==> config.mk <==
export PLATFORM = sky130hd
export DESIGN_NAME = l2_cache_arb_flat
export DESIGN_NICKNAME = d
export VERILOG_FILES = /design/src/rtl/l2_cache_arb_if.sv /design/src/rtl/l2_cache_arb.sv /design/src/flat_wrapper.sv
export SDC_FILE = /design/constraint.sdc
export NUM_CORES = 1
export LEC_CHECK = 0
export BUFFER_PORTS_ARGS = -buffer_cell sky130_fd_sc_hd__buf_2
export CAP_MARGIN = 20
export CORE_AREA = 2 2 504 506
export CTS_CLUSTER_SIZE = 10
export DETAILED_ROUTE_END_ITERATION = 6
export DIE_AREA = 0 0 506 508
export PLACE_DENSITY = 0.3
export SETUP_SLACK_MARGIN = 0.02
export SYNTH_ARGS = -nofsm -noshare
export SYNTH_HDL_FRONTEND = slang
export SYNTH_SLANG_ARGS = --single-unit
export TNS_END_PERCENT = 10
==> constraint.sdc <==
create_clock -name clk -period 5.45 [get_ports clk]
set_input_delay 1.3625 -clock clk [delete_from_list [all_inputs] [get_ports clk]]
set_output_delay 1.3625 -clock clk [all_outputs]
set_load 0.005 [all_outputs]
==> src/rtl/l2_cache_arb_if.sv <==
// rtl/l2_cache_arb_if.sv - packet types and request/grant bus for the L2 arbitration stage
//
// l2_cache_arb_pkg : line width, request opcodes and the l2req_packet_t layout.
// l2_cache_arb_if  : bus between the requesters and the arbiter.
//   core_l2req_valid/packet/ready  per-core request handshake, core i at packet slice i
//   fill_valid/l2req_packet/data/ready  restarted fill from the memory interface
//   stall_pipeline                 downstream cannot accept this cycle
//   arb_l2req_packet/is_l2_fill/data_from_memory  registered winner towards the tag stage
//   modport master : requester side (drives valids, packets, stall)
//   modport slave  : arbiter side (drives readies and arb_* outputs)

package l2_cache_arb_pkg;
    localparam int CACHE_LINE_BITS = 512;

    typedef enum logic [2:0] {
        L2REQ_LOAD        = 3'd0,
        L2REQ_STORE       = 3'd1,
        L2REQ_FLUSH       = 3'd2,
        L2REQ_DINVALIDATE = 3'd3,
        L2REQ_LOAD_SYNC   = 3'd4,
        L2REQ_STORE_SYNC  = 3'd5
    } l2req_op_t;

    typedef struct packed {
        logic        valid;
        l2req_op_t   op;
        logic [3:0]  id;
        logic [31:0] address;
    } l2req_packet_t;
endpackage

interface l2_cache_arb_if #(
    parameter int NUM_REQ = 4
);
    import l2_cache_arb_pkg::*;

    localparam int PKT_W = $bits(l2req_packet_t);

    logic [NUM_REQ-1:0]         core_l2req_valid;
    logic [NUM_REQ*PKT_W-1:0]   core_l2req_packet;
    logic [NUM_REQ-1:0]         core_l2req_ready;
    logic                       fill_valid;
    l2req_packet_t              fill_l2req_packet;
    logic [CACHE_LINE_BITS-1:0] fill_data;
    logic                       fill_ready;
    logic                       stall_pipeline;
    l2req_packet_t              arb_l2req_packet;
    logic                       arb_is_l2_fill;
    logic [CACHE_LINE_BITS-1:0] arb_data_from_memory;

    modport master (
        output core_l2req_valid, core_l2req_packet, fill_valid, fill_l2req_packet,
               fill_data, stall_pipeline,
        input  core_l2req_ready, fill_ready, arb_l2req_packet, arb_is_l2_fill,
               arb_data_from_memory
    );

    modport slave (
        input  core_l2req_valid, core_l2req_packet, fill_valid, fill_l2req_packet,
               fill_data, stall_pipeline,
        output core_l2req_ready, fill_ready, arb_l2req_packet, arb_is_l2_fill,
               arb_data_from_memory
    );
endinterface

==> src/rtl/l2_cache_arb.sv <==
// rtl/l2_cache_arb.sv - L2 pipeline arbitration stage: fill-priority with bounded streak, round-robin cores
//
// Ports:
//   clk    clock
//   reset  synchronous, active-low reset
//   bus    l2_cache_arb_if.slave: core/fill request handshakes in, combinational readies out,
//          registered winner (arb_l2req_packet, arb_is_l2_fill, arb_data_from_memory) out.
// Parameters:
//   NUM_REQ          number of core request ports (>= 1, any value); must match the interface
//   FILL_STREAK_MAX  consecutive fill grants allowed while a core request is waiting

module l2_cache_arb
    import l2_cache_arb_pkg::*;
#(
    parameter int NUM_REQ         = 4,
    parameter int FILL_STREAK_MAX = 4
) (
    input logic          clk,
    input logic          reset,
    l2_cache_arb_if.slave bus
);

    localparam int PKT_W    = $bits(l2req_packet_t);
    localparam int PTR_W    = (NUM_REQ > 1) ? $clog2(NUM_REQ) : 1;
    localparam int STREAK_W = $clog2(FILL_STREAK_MAX + 1);

    logic [PTR_W-1:0]    rr_ptr;
    logic [STREAK_W-1:0] fill_streak;

    logic                any_core;
    logic                core_found;
    logic [PTR_W-1:0]    core_sel;
    logic [PTR_W-1:0]    rr_next;
    logic                fill_grant;
    logic                core_grant;
    logic [STREAK_W-1:0] streak_inc;
    l2req_packet_t       core_pkt;
    l2req_packet_t       fill_pkt;

    assign any_core = |bus.core_l2req_valid;

    // Round-robin scan starting at rr_ptr; the index is folded back by one subtraction so that
    // non-power-of-two port counts wrap correctly.
    always_comb begin
        int idx;
        idx        = 0;
        core_found = 1'b0;
        core_sel   = '0;
        for (int k = 0; k < NUM_REQ; k++) begin
            idx = int'(rr_ptr) + k;
            if (idx >= NUM_REQ) begin
                idx = idx - NUM_REQ;
            end
            if (!core_found && bus.core_l2req_valid[idx]) begin
                core_found = 1'b1;
                core_sel   = PTR_W'(idx);
            end
        end
    end

    assign rr_next = (core_sel == PTR_W'(NUM_REQ - 1)) ? '0 : core_sel + PTR_W'(1);

    // The streak only limits fills while a core is waiting; once it reaches the limit the
    // fill loses exactly one cycle to a core, which clears the streak.
    assign fill_grant = reset && !bus.stall_pipeline && bus.fill_valid &&
                        (!any_core || (fill_streak < STREAK_W'(FILL_STREAK_MAX)));
    assign core_grant = reset && !bus.stall_pipeline && !fill_grant && core_found;

    assign streak_inc = (fill_streak == STREAK_W'(FILL_STREAK_MAX)) ? fill_streak
                                                                     : fill_streak + STREAK_W'(1);

    always_comb begin
        bus.core_l2req_ready = '0;
        if (core_grant) begin
            bus.core_l2req_ready[core_sel] = 1'b1;
        end
    end

    assign bus.fill_ready = fill_grant;

    always_comb begin
        core_pkt       = bus.core_l2req_packet[int'(core_sel) * PKT_W +: PKT_W];
        core_pkt.valid = 1'b1;
        fill_pkt       = bus.fill_l2req_packet;
        fill_pkt.valid = 1'b1;
    end

    always_ff @(posedge clk) begin
        if (!reset) begin
            bus.arb_l2req_packet     <= '0;
            bus.arb_is_l2_fill       <= 1'b0;
            bus.arb_data_from_memory <= '0;
            rr_ptr                   <= '0;
            fill_streak              <= '0;
        end else if (fill_grant) begin
            bus.arb_l2req_packet     <= fill_pkt;
            bus.arb_is_l2_fill       <= 1'b1;
            bus.arb_data_from_memory <= bus.fill_data;
            fill_streak              <= any_core ? streak_inc : '0;
        end else if (core_grant) begin
            bus.arb_l2req_packet <= core_pkt;
            bus.arb_is_l2_fill   <= 1'b0;
            rr_ptr               <= rr_next;
            fill_streak          <= '0;
        end else begin
            // Bubble; line data is left alone since it is only meaningful alongside a fill.
            bus.arb_l2req_packet <= '0;
            bus.arb_is_l2_fill   <= 1'b0;
            if (!bus.stall_pipeline) begin
                fill_streak <= '0;
            end
        end
    end

    // Flush/invalidate never go to memory, so one coming back as a fill means a broken upstream.
    fill_op_legal: assert property (@(posedge clk) disable iff (!reset)
        fill_grant |-> (bus.fill_l2req_packet.op != L2REQ_FLUSH &&
                        bus.fill_l2req_packet.op != L2REQ_DINVALIDATE));

endmodule

==> src/flat_wrapper.sv <==
// flat-port wrapper written by rule: the top's interface ports become plain ports
module l2_cache_arb_flat import l2_cache_arb_pkg::*;
#(
    parameter int NUM_REQ         = 4,
    parameter int FILL_STREAK_MAX = 4
)
  (clk, reset, bus_core_l2req_valid, bus_core_l2req_packet, bus_fill_valid, bus_fill_l2req_packet, bus_fill_data, bus_stall_pipeline, bus_core_l2req_ready, bus_fill_ready, bus_arb_l2req_packet, bus_arb_is_l2_fill, bus_arb_data_from_memory);
  l2_cache_arb_if #(.NUM_REQ(NUM_REQ)) bus_i ();
  input logic clk;
  input logic reset;
  input wire logic [$bits(bus_i.core_l2req_valid)-1:0] bus_core_l2req_valid;
  input wire logic [$bits(bus_i.core_l2req_packet)-1:0] bus_core_l2req_packet;
  input wire logic [$bits(bus_i.fill_valid)-1:0] bus_fill_valid;
  input wire logic [$bits(bus_i.fill_l2req_packet)-1:0] bus_fill_l2req_packet;
  input wire logic [$bits(bus_i.fill_data)-1:0] bus_fill_data;
  input wire logic [$bits(bus_i.stall_pipeline)-1:0] bus_stall_pipeline;
  output wire logic [$bits(bus_i.core_l2req_ready)-1:0] bus_core_l2req_ready;
  output wire logic [$bits(bus_i.fill_ready)-1:0] bus_fill_ready;
  output wire logic [$bits(bus_i.arb_l2req_packet)-1:0] bus_arb_l2req_packet;
  output wire logic [$bits(bus_i.arb_is_l2_fill)-1:0] bus_arb_is_l2_fill;
  output wire logic [$bits(bus_i.arb_data_from_memory)-1:0] bus_arb_data_from_memory;
  assign bus_i.core_l2req_valid = bus_core_l2req_valid;
  assign bus_i.core_l2req_packet = bus_core_l2req_packet;
  assign bus_i.fill_valid = bus_fill_valid;
  assign bus_i.fill_l2req_packet = bus_fill_l2req_packet;
  assign bus_i.fill_data = bus_fill_data;
  assign bus_i.stall_pipeline = bus_stall_pipeline;
  assign bus_core_l2req_ready = bus_i.core_l2req_ready;
  assign bus_fill_ready = bus_i.fill_ready;
  assign bus_arb_l2req_packet = bus_i.arb_l2req_packet;
  assign bus_arb_is_l2_fill = bus_i.arb_is_l2_fill;
  assign bus_arb_data_from_memory = bus_i.arb_data_from_memory;
  l2_cache_arb #(.NUM_REQ(NUM_REQ), .FILL_STREAK_MAX(FILL_STREAK_MAX)) u_core (.clk(clk), .reset(reset), .bus(bus_i));
endmodule
### Word-level counts from Yosys, hierarchy flattened

Index checks and enable logic that the tools add are counted.

| word-level totals | value |
|---|---|
| output and inout port bits | 558 |
| flip-flop bits (word level) | 558 |
| logic and storage cells | 90 |
| bits of input ports | 720 |

| operators by class | value |
|---|---|
| reductions and logical operators | 19 |
| $add $sub $neg | 9 |
| bitwise gates (word level) | 1 |
| equal/unequal tests | 4 |
| shift operators | 1 |
| $lt $le $gt $ge | 11 |
| multipliers | 1 |
| multiplexer cells | 36 |

Operator list:

| kind | count |
|---|---|
| 160-bit by 32-bit indexed part select with 39-bit output | 1 |
| 32-bit by 4-bit less-than comparator with 1-bit output (second input constant) | 4 |
| 32-bit 2-to-1 mux | 4 |
| 32-bit by 4-bit greater-or-equal comparator with 1-bit output (second input constant) | 3 |
| 32-bit by 4-bit subtractor with 32-bit output (second input constant) | 3 |
| 40-bit 2-to-1 mux | 2 |
| 3-bit 2-to-1 mux | 5 |
| 1-bit 2-to-1 mux | 14 |
| 2-bit 2-to-1 mux | 5 |
| 1-bit logical AND | 9 |
| 1-bit binary-select mux with 2-bit select | 4 |
| 2-bit by 2-bit adder with 3-bit output (second input constant) | 2 |
| 1-bit zero test | 6 |
| 2-bit by 3-bit multiplier with 5-bit output (second input constant) | 1 |
| 4-bit 2-to-1 mux | 1 |
| 2-bit AND reduction | 2 |
| 4-bit OR reduction | 1 |
| 2-bit by 3-bit subtractor with 4-bit output (second input constant) | 1 |
| 2-bit by 1-bit adder with 3-bit output (second input constant) | 1 |
| 3-bit by 1-bit adder with 3-bit output (second input constant) | 1 |
| 3-bit equality test (second input constant) | 1 |
| 2-bit by 3-bit greater-or-equal comparator with 1-bit output (second input constant) | 1 |
| 2-bit by 3-bit less-than comparator with 1-bit output (second input constant) | 1 |
| 3-bit less-than comparator (second input constant) | 1 |
| other kinds (8) | 8 |

### Longest topological paths before layout

Gate-level depths: netlist (run 1).

| depth | value |
|---|---|
| depth after elaboration | 20 |
| depth in mapped cells | 10 |

### Worst setup path before layout (run 1)

No wires, ideal clock.

| timing | value |
|---|---|
| path type | input -> output |
| start | in bus_core_l2req_valid[1] |
| end | out bus_fill_ready |
| stages | 7 |
| slack | 1399 ps |
| path buffers | 4 |
| arrival time | 2689 ps |
| path through | or4_4 > a21o_1 > buf_2 > inv_2 > buf_6 > buf_4 > buf_4 |

| between the ends | value |
|---|---|
| word-level cells in the longest chain between the ends | 4 |

Ends and longest elaborated chain:

| what | RTL line | source |
|---|---|---|
| start: declaration | flat_wrapper.sv:11 | `input wire logic [$bits(bus_i.core_l2req_valid)-1:0] bus_core_l2req_valid;` |
| 4-bit OR reduction | l2_cache_arb.sv:40 | `assign any_core = \|bus.core_l2req_valid;` |
| 1-bit zero test | l2_cache_arb.sv:66 | `(!any_core \|\| (fill_streak < STREAK_W'(FILL_STREAK_MAX)));` |
| 1-bit logical OR | l2_cache_arb.sv:66 |  |
| 1-bit logical AND | l2_cache_arb.sv:65 | `assign fill_grant = reset && !bus.stall_pipeline && bus.fill_valid &&` |
| end: declaration | flat_wrapper.sv:18 | `output wire logic [$bits(bus_i.fill_ready)-1:0] bus_fill_ready;` |

Every way passes these cells.

### Final worst setup path (run 1)

| timing | value |
|---|---|
| start | in bus_core_l2req_valid[2] |
| end | out bus_core_l2req_ready[2] |

| between the ends | value |
|---|---|
| word-level cells in the longest chain between the ends | 18 |

Ends and longest elaborated chain:

| what | RTL line | source |
|---|---|---|
| 1-bit binary-select mux with 2-bit select | l2_cache_arb.sv:54 | `if (!core_found && bus.core_l2req_valid[idx]) begin` |
| 1-bit 2-to-1 mux (not written as such) (2 in a row) | l2_cache_arb.sv:54 |  |
| 1-bit 2-to-1 mux | l2_cache_arb.sv:54 |  |
| 1-bit zero test | l2_cache_arb.sv:54 |  |
| 1-bit logical AND | l2_cache_arb.sv:54 |  |
| 1-bit 2-to-1 mux | l2_cache_arb.sv:54 |  |
| 1-bit zero test | l2_cache_arb.sv:54 |  |
| 1-bit logical AND | l2_cache_arb.sv:54 |  |
| 1-bit 2-to-1 mux | l2_cache_arb.sv:54 |  |
| 1-bit zero test | l2_cache_arb.sv:54 |  |
| 1-bit logical AND | l2_cache_arb.sv:54 |  |
| 2-bit 2-to-1 mux | l2_cache_arb.sv:54 |  |
| 2-bit by 3-bit less-than comparator with 1-bit output (not written as such) / 2-bit by 1-bit greater-or-equal comparator with 1-bit output (equally long branches) | l2_cache_arb.sv:75 | `bus.core_l2req_ready[core_sel] = 1'b1;` |
| 1-bit logical AND (not written as such) | l2_cache_arb.sv:75 |  |
| 1-bit 2-to-1 mux (not written as such) | l2_cache_arb.sv:75 |  |
| 1-bit demux with 2-bit select | -- |  |
| 4-bit 2-to-1 mux * | l2_cache_arb.sv:74 | `if (core_grant) begin` |
| end: declaration | flat_wrapper.sv:17 | `output wire logic [$bits(bus_i.core_l2req_ready)-1:0] bus_core_l2req_ready;` |

Mark *: on every way between the ends. The rest lies on a longest branch, timed or not. The select of a mux whose other input is x is not followed.

==> results of run 1 <==
## sequential cells by signal (all words and copies together), names as in the netlist
| signal | flops |
|---|---|
| u_core.bus.arb_is_l2_fill | 1 |
| u_core.fill_streak | 3 |
| u_core.bus.arb_l2req_packet | 40 |
| u_core.rr_ptr | 2 |
| u_core.bus.arb_data_from_memory | 512 |
## cell type report
class                           count  area (sq um)
Antenna cell                       35          87.6
Inverter                            6          30.0
Tap cell                         3366          4210
Multi-Input combinational cell   1812          9580
Clock buffer                      121          2410
Sequential cell                   558         11200
Fill cell                       29400        218000
Clock inverter                     24           417
Timing Repair Buffer             1303          6740
## kinds of logic after synthesis
| logic type | after synthesis | share of synthesized area, % |
|---|---|---|
| AND/OR/NAND/NOR | 1129 | 20.1 |
| AO/OA/AOI/OAI | 638 | 21.7 |
| flip-flops | 558 | 51.4 |
| buffers and inverters | 210 | 4.70 |
| multiplexers | 39 | 1.80 |
| adder cells (fa/ha/maj) | 6 | 0.345 |
## placed cells by master, fill, tap and decap left out, types with 7 or more instances in the layout
cell	n
nor2b_1	9
mux2i_1	39
nand2_1	1064
dfxtp_1	558
a21boi_0	273
clkbuf_16	83
a21boi_1	240
buf_2	1271
buf_12	7
o21ai_0	37
clkbuf_1	19
nand3_1	37
o211ai_1	37
clkbuf_8	19
buf_4	22
diode_2	35
a21o_1	37
## per-layer routing
metal,up-vias,global-route usage [%],part of all wire [%]
met2,1243,18.2,44
met1,10900,13.9,41
met3,311,6.04,13
met5,-,0,0.36
met4,88,3.53,2.4
li1,10900,-,-
## metrics by stage
step / utilization, % / area, sq um / cells
6_report: 13.7 / 34600 / 7225
5_1_grt: 13.7 / 34600 / 7199
4_1_cts: 13.7 / 34500 / 7189
3_5_place_dp: 12.6 / 31700 / 7044
3_3_place_gp: 12.6 / 31700 / 7043
2_1_floorplan: - / 21700 / 2580
## power by group
part	total [W]	internal (W)	switching, W
clock	0.00573	0.00337	0.00236
combinational	0.00111	0.000469	0.000641
sequential	0.00430	0.00423	0.0000707
## worst reg2reg max path: stages (launching register included)
cell and delay, ns:
dfxtp_1 0.37, nor2b_1 0.11, or4b_1 0.71, nand2_2 0.28
nand2_1 0.66, buf_4 0.49, o211ai_1 0.27
## final timing paths
| check | startpoint | endpoint | slack (ns) | depth (start not counted) |
|---|---|---|---|---|
| setup / recovery | bus_core_l2req_valid[2] | bus_core_l2req_ready[2] | 0.85 | 8 |
| hold / removal | u_core.bus.arb_data_from_memory[405]$_SDFFE_PN0P_ | u_core.bus.arb_data_from_memory[405]$_SDFFE_PN0P_ | 0.45 | 2 |
| setup reg to reg | u_core.rr_ptr[0]$_SDFFE_PN0P_ | u_core.bus.arb_l2req_packet[17]$_SDFF_PN0_ | 2.46 | 6 |
| hold reg to reg | u_core.bus.arb_data_from_memory[405]$_SDFFE_PN0P_ | u_core.bus.arb_data_from_memory[405]$_SDFFE_PN0P_ | 0.45 | 2 |
==> metrics, run 1 <==
outcome finished, final reports clean; post-synthesis register bit count approximately 560; CTS tree yes; number of enable flip-flop cells after synthesis 0; H-tree depth 3; # port buffers between 1000 and 1500; synthesis-to-layout area growth 59.4%; Total Power 0.0111 W; Boundary Pins about 1300; Setup Buffers After CTS 0; most frequent cell after synthesis nand2_1; CP Capture Type output pin; post-synthesis cell count 2580; Yosys Warn Count 0; Die Wd 506 um; Tightest Pin Transition 1.04 ns; Slew Limit Fails 0; Setup WS pre-CTS 0.868 ns; data arrival time of the critical path ~3.2 ns; Worst path slowest cell or4b_1; clk slew on worst S/H paths 0.05 ns; Distinct cells, synth 33; CP Max Fanout 8; Buf+Inv Stages, Crit Path 3; synth top area cells dfxtp_1, nand2_1, a21boi_0, a21boi_1, clkbuf_1; antenna-violating nets left 0; CTS buffer count 82; first-pass GRT wire length 208000 um; syn_nets 3306; endpoints failing hold 0; core area 252000 sq um; Synth async-reset ratio 0%; post-synth top area share 51.4%; sequential area share after synthesis roughly 51%; largest net degree at the start of global routing 147; vias 23400; post-DP HPWL 127000 um; detailed-route wire length per cell 21.8 um; leading area contributor after synthesis dfxtp_1; Initial Util approximately 8.6%; drt first pass iters 5; cell chain of the critical path buf_2 > nor2b_1 > or4b_1 > nand2_2 > inv_1 > ha_1 > and2_1 > buf_2; # resized after CTS 0; remaining global-route overflow 0; share of layout cells above drive strength 1 37.6%; die area 257000 sq um; # rows roughly 190; Layout Skew 0.0350 ns; most frequent CP cell buf_2; Sink Count 558; Worst-Skew Late Latency 0.70 ns; Worst Setup Start Kind input pin; final setup violation count 0; Final #Nets about 4500; peak supply drop roughly 0.00021 V; initial DRC count 1294; Total Routed Length 158000 um; Worst Path Required 4.09 ns; Residual DRC 0; number of vias per cell 3.25; top cells by count, synth nand2_1, dfxtp_1, a21boi_0; Mapped Area 21700 sq um; number of global-route vias before repair approximately 23000; cell area power density 322 nW/um^2; Syn Area/Cell 8.42 sq um; GRT Util Overall 11.7%; Largest stage delay, worst path 0.71 ns; die extent in y 508 um; final worst path period need about 4.6 ns; antenna violations before repair between 150 and 200; Synth Flop Type dfxtp_1; unrepaired setup endpoints after global routing no; slew margin rel. ~30%; max cap viols 0; Tcrit/Tclk final 84.4%; Hold WS 0.449 ns; Clock Path Buffers 3; hold buffers post-CTS 0; Final GP Congestion 0.878; Worst Setup Path Type in2out; Max Clk Rate 217 MHz; LEAKAGE 14.5 nW; family with the most delay on the worst path simple AND/OR/NAND/NOR gates; setup ws final 0.852 ns; sum of negative setup slack 0 ns; CTS Root Buffer Type clkbuf_16; Hold Crit Class reg2reg
No activity file was read; power rests on OpenSTA's default activity.
==> inputs of run 2 (changes only) <==
--- a/config.mk
+++ b/config.mk
@@ -5,12 +5,13 @@
 export SDC_FILE = /design/constraint.sdc
 export NUM_CORES = 1
 export LEC_CHECK = 0
+export ABC_AREA = 1
 export BUFFER_PORTS_ARGS = -buffer_cell sky130_fd_sc_hd__buf_2
 export CAP_MARGIN = 20
-export CORE_AREA = 2 2 504 506
+export CORE_AREA = 2 2 498 500
 export CTS_CLUSTER_SIZE = 10
 export DETAILED_ROUTE_END_ITERATION = 6
-export DIE_AREA = 0 0 506 508
+export DIE_AREA = 0 0 500 502
 export PLACE_DENSITY = 0.3
 export SETUP_SLACK_MARGIN = 0.02
 export SYNTH_ARGS = -nofsm -noshare
==> constraint.sdc (replaced) <==
create_clock -name clk -period 4.61 [get_ports clk]
set_input_delay 1.1525 -clock clk [delete_from_list [all_inputs] [get_ports clk]]
set_output_delay 1.1525 -clock clk [all_outputs]
set_load 0.005 [all_outputs]
==> run 2 against run 1 <==
Net effect: clock-buffer cell count rose by 1; setup slack got worse by 0.30 ns; clock skew rose by 0.0052 ns; die area fell by 2.4%; sequential share of layout area rose by 0.62 points; final area fell by 1.9%; first-iteration DRC count rose by 19%; global-route usage rose by 1.2 points; critical endpoint is now bus_core_l2req_ready[3]; largest cell class unchanged.
==> metrics, run 2 <==
outcome finished, final reports clean; synthesis-to-layout area growth 60.5%; highest routed layer met5; Clock Path Buffers 3; Final GP Congestion 0.861; sum of negative setup slack 0 ns; cell area power density around 410 nW/um^2; post-route design area ~34000 sq um; Max Clk Rate 246 MHz; Sink Count around 560; FF+latch area 11200 sq um; post-synth top area share 52.7%; sequential area share after synthesis 52.7%; CP Capture Type output pin; area of the multi-input gates between 8000 and 9000 sq um; # resized after CTS 0; share of layout cells above drive strength 1 35.0%; Worst Setup Path Type reg2out; number of global-route vias before repair 24300; Layout Skew 0.0402 ns; leading area contributor after synthesis dfxtp_1; data arrival time of the critical path 2.91 ns; largest net degree at the start of global routing 146; Hold WS 0.462 ns; RR Startpoint u_core.rr_ptr[0]$_SDFFE_PN0P_; max cap viols 0; Hold Path Cell Cnt 2; hold buffers post-CTS 0; core area 245000 sq um; r2r setup slk ~1.7 ns; unrepaired setup endpoints after global routing no; Buf+Inv Stages, Crit Path 4; number of vias per cell 3.33; Synth async-reset ratio 0%; final worst path period need 4.06 ns; worst r2r path cells 15; Boundary Pins between 1000 and 1500; endpoints failing hold 0; Worst-Skew Late Latency 0.72 ns; commonest non-fill, non-tap cell in the layout buf_2; H-tree depth 3; # fillers 28700; family with the most delay on the worst path simple AND/OR/NAND/NOR gates; M1 WL roughly 63000 um; top flop regs u_core.bus.arb_data_from_memory: 512 flops, u_core.bus.arb_l2req_packet: 40 flops, u_core.fill_streak: 3 flops; CTS tree yes; Initial Util roughly 8.6%; number of enable flip-flop cells after synthesis 0; Residual DRC 0; Hold Path Sink u_core.fill_streak[2]$_SDFFE_PN0P_; Worst path slowest cell dfxtp_1; first-pass GRT wire length ~220000 um; most frequent CP cell nand2_1; vias 24700; Worst Setup Start Kind flop; met2 wire len 75400 um; synth top area cells dfxtp_1, nor2_1, o21ai_0, nand2_1, nand3_1; Final #Nets 4809; top cells by count, synth nor2_1, dfxtp_1, o21ai_0; Die Wd 500 um; Yosys Warn Count 0; Setup Buffers After CTS 0; Largest stage delay, worst path 0.58 ns; syn_nets 3632; most frequent cell after synthesis nor2_1; slew margin rel. 36.3%; Distinct cells, synth 23; drt first pass iters 5; detailed-route wire length per cell 22.8 um; die area 251000 sq um; die extent in y between 500 and 600 um; Tcrit/Tclk final 88.1%; initial DRC count 1537; Synth Flop Type dfxtp_1; routed wl met3 ~25000 um; CP Max Fanout 11; # rows 182; Placed Cells 7217; # port buffers 1272; CTS Root Buffer Type clkbuf_16; peak supply drop 0.000253 V; DP Area 31000 sq um; fin cells 7403; antenna-violating nets left 0; post-DP HPWL around 140000 um; remaining global-route overflow 0; Mapped Area 21200 sq um; Hold Crit Start u_core.fill_streak[2]$_SDFFE_PN0P_; cell chain of the critical path inv_2 > nand2_1 > nand2_2 > nand2_1 > nand2_1 > nor2_4 > nand3_2 > nand3_1 > nand2_2 > inv_2 > ha_1 > inv_1 > nor2_1 > buf_2; Hold Crit Class reg2reg; Reg with most FFs u_core.bus.arb_data_from_memory; antenna violations before repair 178; GRT Util Overall around 13%; Tightest Pin Transition approximately 0.95 ns; post-synthesis cell count 2906; LEAKAGE between 15 and 20 nW; final setup violation count 0; most frequent cells in the layout buf_2, nor2_1, dfxtp_1, o21ai_0, nand2_1; R2R Path End u_core.bus.arb_l2req_packet[19]$_SDFF_PN0_; Slew Limit Fails 0; Largest register FFs about 510; CTS buffer count 83; clk slew on worst S/H paths 0.06 ns; Syn Area/Cell roughly 7.3 sq um; Total Power between 0.01 and 0.015 W; Total Routed Length roughly 170000 um; Worst Path Required roughly 3.5 ns; post-synthesis register bit count 558
## run 2: final cells by class
cell class / count / area share [%]
multi-input combinational: 2004 / 25.3
tap: 3220 / 11.9
antenna: 39 / 0.287
inverter: 132 / 1.48
sequential: 558 / 32.9
timing repair buffer: 1304 / 19.9
clock buffer: 122 / 7.28
clock inverter: 24 / 1.02
## run 2: cells by family after synthesis
family | share of synthesized area, %
AND/OR/NAND/NOR | 27.9
flip-flops | 52.7
AO/OA/AOI/OAI | 12.3
buffers and inverters | 6.71
adder cells (fa/ha/maj) | 0.354
## run 2: how the worst max path moves through the flow
stage,startpoint,to,cells after the start
after global routing,u_core.rr_ptr[0]$_SDFFE_PN0P_,bus_core_l2req_ready[3],14
final,u_core.rr_ptr[0]$_SDFFE_PN0P_,bus_core_l2req_ready[3],14
after CTS,u_core.rr_ptr[0]$_SDFFE_PN0P_,bus_core_l2req_ready[3],14
after detailed placement,bus_core_l2req_valid[1],bus_core_l2req_ready[3],14
after floorplan,bus_core_l2req_valid[3],bus_core_l2req_ready[1],13
after global placement,bus_core_l2req_valid[3],bus_core_l2req_ready[3],14
## run 2: layer usage
layer / up-vias / track usage, %
li1: 11600 / -
met1: 11300 / 14.0
met2: 1259 / 20.9
met3: 364 / 8.43
met4: 112 / 2.88
met5: - / 0
## run 2: report_power, final
part / internal, W / switching (W)
combinational: 0.000799 / 0.00136
clock: 0.00386 / 0.00279
sequential: 0.00511 / 0.000142
## run 2: metrics by stage
step | util (%) | worst slack [ns]
2_1_floorplan | - | 1.07
3_3_place_gp | 12.7 | 0.631
3_5_place_dp | 12.7 | 0.666
4_1_cts | 13.8 | 0.412
5_1_grt | 13.8 | 0.210
6_report | 13.9 | 0.548
## run 2: worst min-delay path, delay by kind of cell (launching register included)
family	cells	cell delay, ns
AOI/OAI and AO/OA	1	0.05
DFF	1	0.31
and+or+nand+nor	1	0.05
==> inputs of run 3 (changes only) <==
--- a/config.mk
+++ b/config.mk
@@ -13,6 +13,7 @@
 export DETAILED_ROUTE_END_ITERATION = 6
 export DIE_AREA = 0 0 500 502
 export PLACE_DENSITY = 0.3
+export RECOVER_POWER = 50
 export SETUP_SLACK_MARGIN = 0.02
 export SYNTH_ARGS = -nofsm -noshare
 export SYNTH_HDL_FRONTEND = slang
==> run 3 against run 2 <==
Net effect: the flow now finishes with violations (DRC, capacitance limit, slew limit); setup slack got worse by 0.11 ns; flip-flop and latch count did not move; core utilization decreased by 0.14 points; first-iteration DRC count increased by 0.59%; fmax fell by 2.6%.
==> metrics, run 3 (same netlist as run 2, synthesis figures left out) <==
Tcrit/Tclk final 90.4%; final setup violation count 0; die area 251000 sq um; detailed-route wire length per cell 22.8 um; top flop regs u_core.bus.arb_data_from_memory: 512 flops, u_core.bus.arb_l2req_packet: 40 flops, u_core.fill_streak: 3 flops; Reg with most FFs u_core.bus.arb_data_from_memory; peak supply drop 0.000254 V; FF+latch area 11200 sq um; Max Clk Rate between 200 and 250 MHz; post-DP HPWL 136000 um; remaining global-route overflow 0; H-tree depth 3; slew margin rel. -74.5%; violated checks DRC, capacitance limit, slew limit; Layout Skew about 0.039 ns; Worst-Skew Late Latency 0.72 ns; initial DRC count 1546; antenna-violating nets left 0; Slew Limit Fails 238; largest net degree at the start of global routing 146; area of the multi-input gates ~8600 sq um; clk slew on worst S/H paths 0.06 ns; unrepaired setup endpoints after global routing no; sum of negative setup slack 0 ns; vias 24800; Hold Crit Start u_core.fill_streak[2]$_SDFFE_PN0P_; Clock Path Buffers 3; Initial Util under 10%; drt first pass iters 7; Worst Setup Start Kind flop; Largest register FFs 512; # rows between 150 and 200; CTS Root Buffer Type clkbuf_16; Boundary Pins about 1300; final worst path period need 4.17 ns; core area 245000 sq um; max cap viols 2; # port buffers 1272; Final GP Congestion 0.861; data arrival time of the critical path 3.02 ns; most frequent cells in the layout buf_2, nor2_1, dfxtp_1, o21ai_0, nand2_1; CP Max Fanout 11; CP Capture Type output pin; Sink Count around 560; cell area power density 417 nW/um^2; Core Util, Final 13.7%; Residual DRC 7; Worst Path Required 3.46 ns; Critical path origin u_core.rr_ptr[0]$_SDFFE_PN0P_; hold buffers post-CTS 0; Total Routed Length between 150000 and 200000 um; # resized after CTS 0; Setup Buffers After CTS 0; Worst Setup Path Type reg2out; CTS tree yes; CTS buffer count 83; first-pass GRT wire length between 200000 and 250000 um; LEAKAGE 14.8 nW; Hold WS 0.461 ns; synthesis-to-layout area growth 58.9%; die extent in y 502 um; number of vias per cell 3.35; commonest non-fill, non-tap cell in the layout buf_2; Final #Nets 4809; outcome complete, but fails checks; Hold Crit Class reg2reg; antenna violations before repair 178; share of layout cells above drive strength 1 29.3%; GRT Util Overall around 13%; Die Wd ~500 um; endpoints failing hold 0; number of global-route vias before repair 24300; RR Startpoint u_core.fill_streak[2]$_SDFFE_PN0P_; Tightest Pin Transition approximately 2.6 ns; # fillers 28800
run 3: cell count changes in the layout (fill, tap and decap cells not counted), sizes merged:
cell    delta
buf      -240
clkbuf   +240
diode      -1
run 3: critical path: stages (launching register included):
cell	delay [ns]
dfxtp_1	0.57
inv_1	0.25
nand2_1	0.13
nand2_2	0.09
nand2_1	0.09
nand2_1	0.10
nor2_4	0.12
nand3_2	0.11
nand3_1	0.10
nand2_2	0.14
inv_2	0.18
ha_1	0.17
inv_1	0.04
nor2_1	0.09
buf_2	0.14
run 3: path summary, 6_finish.rpt:
path,end,cells after the start,slack (ns)
worst max-delay path,bus_core_l2req_ready[3],14,0.44
worst min-delay path,u_core.fill_streak[2]$_SDFFE_PN0P_,2,0.46
worst max register to register,u_core.bus.arb_data_from_memory[23]$_SDFFE_PN0P_,5,0.94
worst min register to register,u_core.fill_streak[2]$_SDFFE_PN0P_,2,0.46
run 3: cell type report:
class / instances / area share, %
tap: 3220 / 12.0
inverter: 132 / 1.49
antenna: 38 / 0.283
clock inverter: 24 / 1.03
timing repair buffer: 1304 / 19.1
multi-input combinational: 2004 / 25.6
sequential: 558 / 33.2
clock buffer: 122 / 7.35
run 3: report_power, final:
group / internal (W) / switching, W / leakage (nW)
Clock: 0.00386 / 0.00279 / 1.37
Sequential: 0.00511 / 0.000145 / 4.57
Combinational: 0.000763 / 0.00136 / 8.90
Total: 0.00973 / 0.00429 / 14.8
run 3: metrics by stage:
| step | power (W) | worst slack [ns] | cells | cell area [sq um] |
|---|---|---|---|---|
| 2_1_floorplan | 0.00636 | 1.07 | 2906 | 21200 |
| 3_3_place_gp | 0.00755 | 0.631 | 7217 | 31000 |
| 3_5_place_dp | 0.00755 | 0.666 | 7217 | 31000 |
| 4_1_cts | 0.0145 | 0.412 | 7363 | 33900 |
| 5_1_grt | 0.0148 | 0.109 | 7371 | 33600 |
| 6_report | 0.0140 | 0.442 | 7402 | 33600 |
run 3: routing by layer:
layer | GRT usage, % | vias up | routed length (um)
met3 | 8.43 | 369 | 25400
met1 | 14.0 | 11400 | 62600
li1 | - | 11600 | -
met4 | 2.88 | 112 | 4590
met2 | 20.9 | 1284 | 75500
met5 | 0 | - | 750
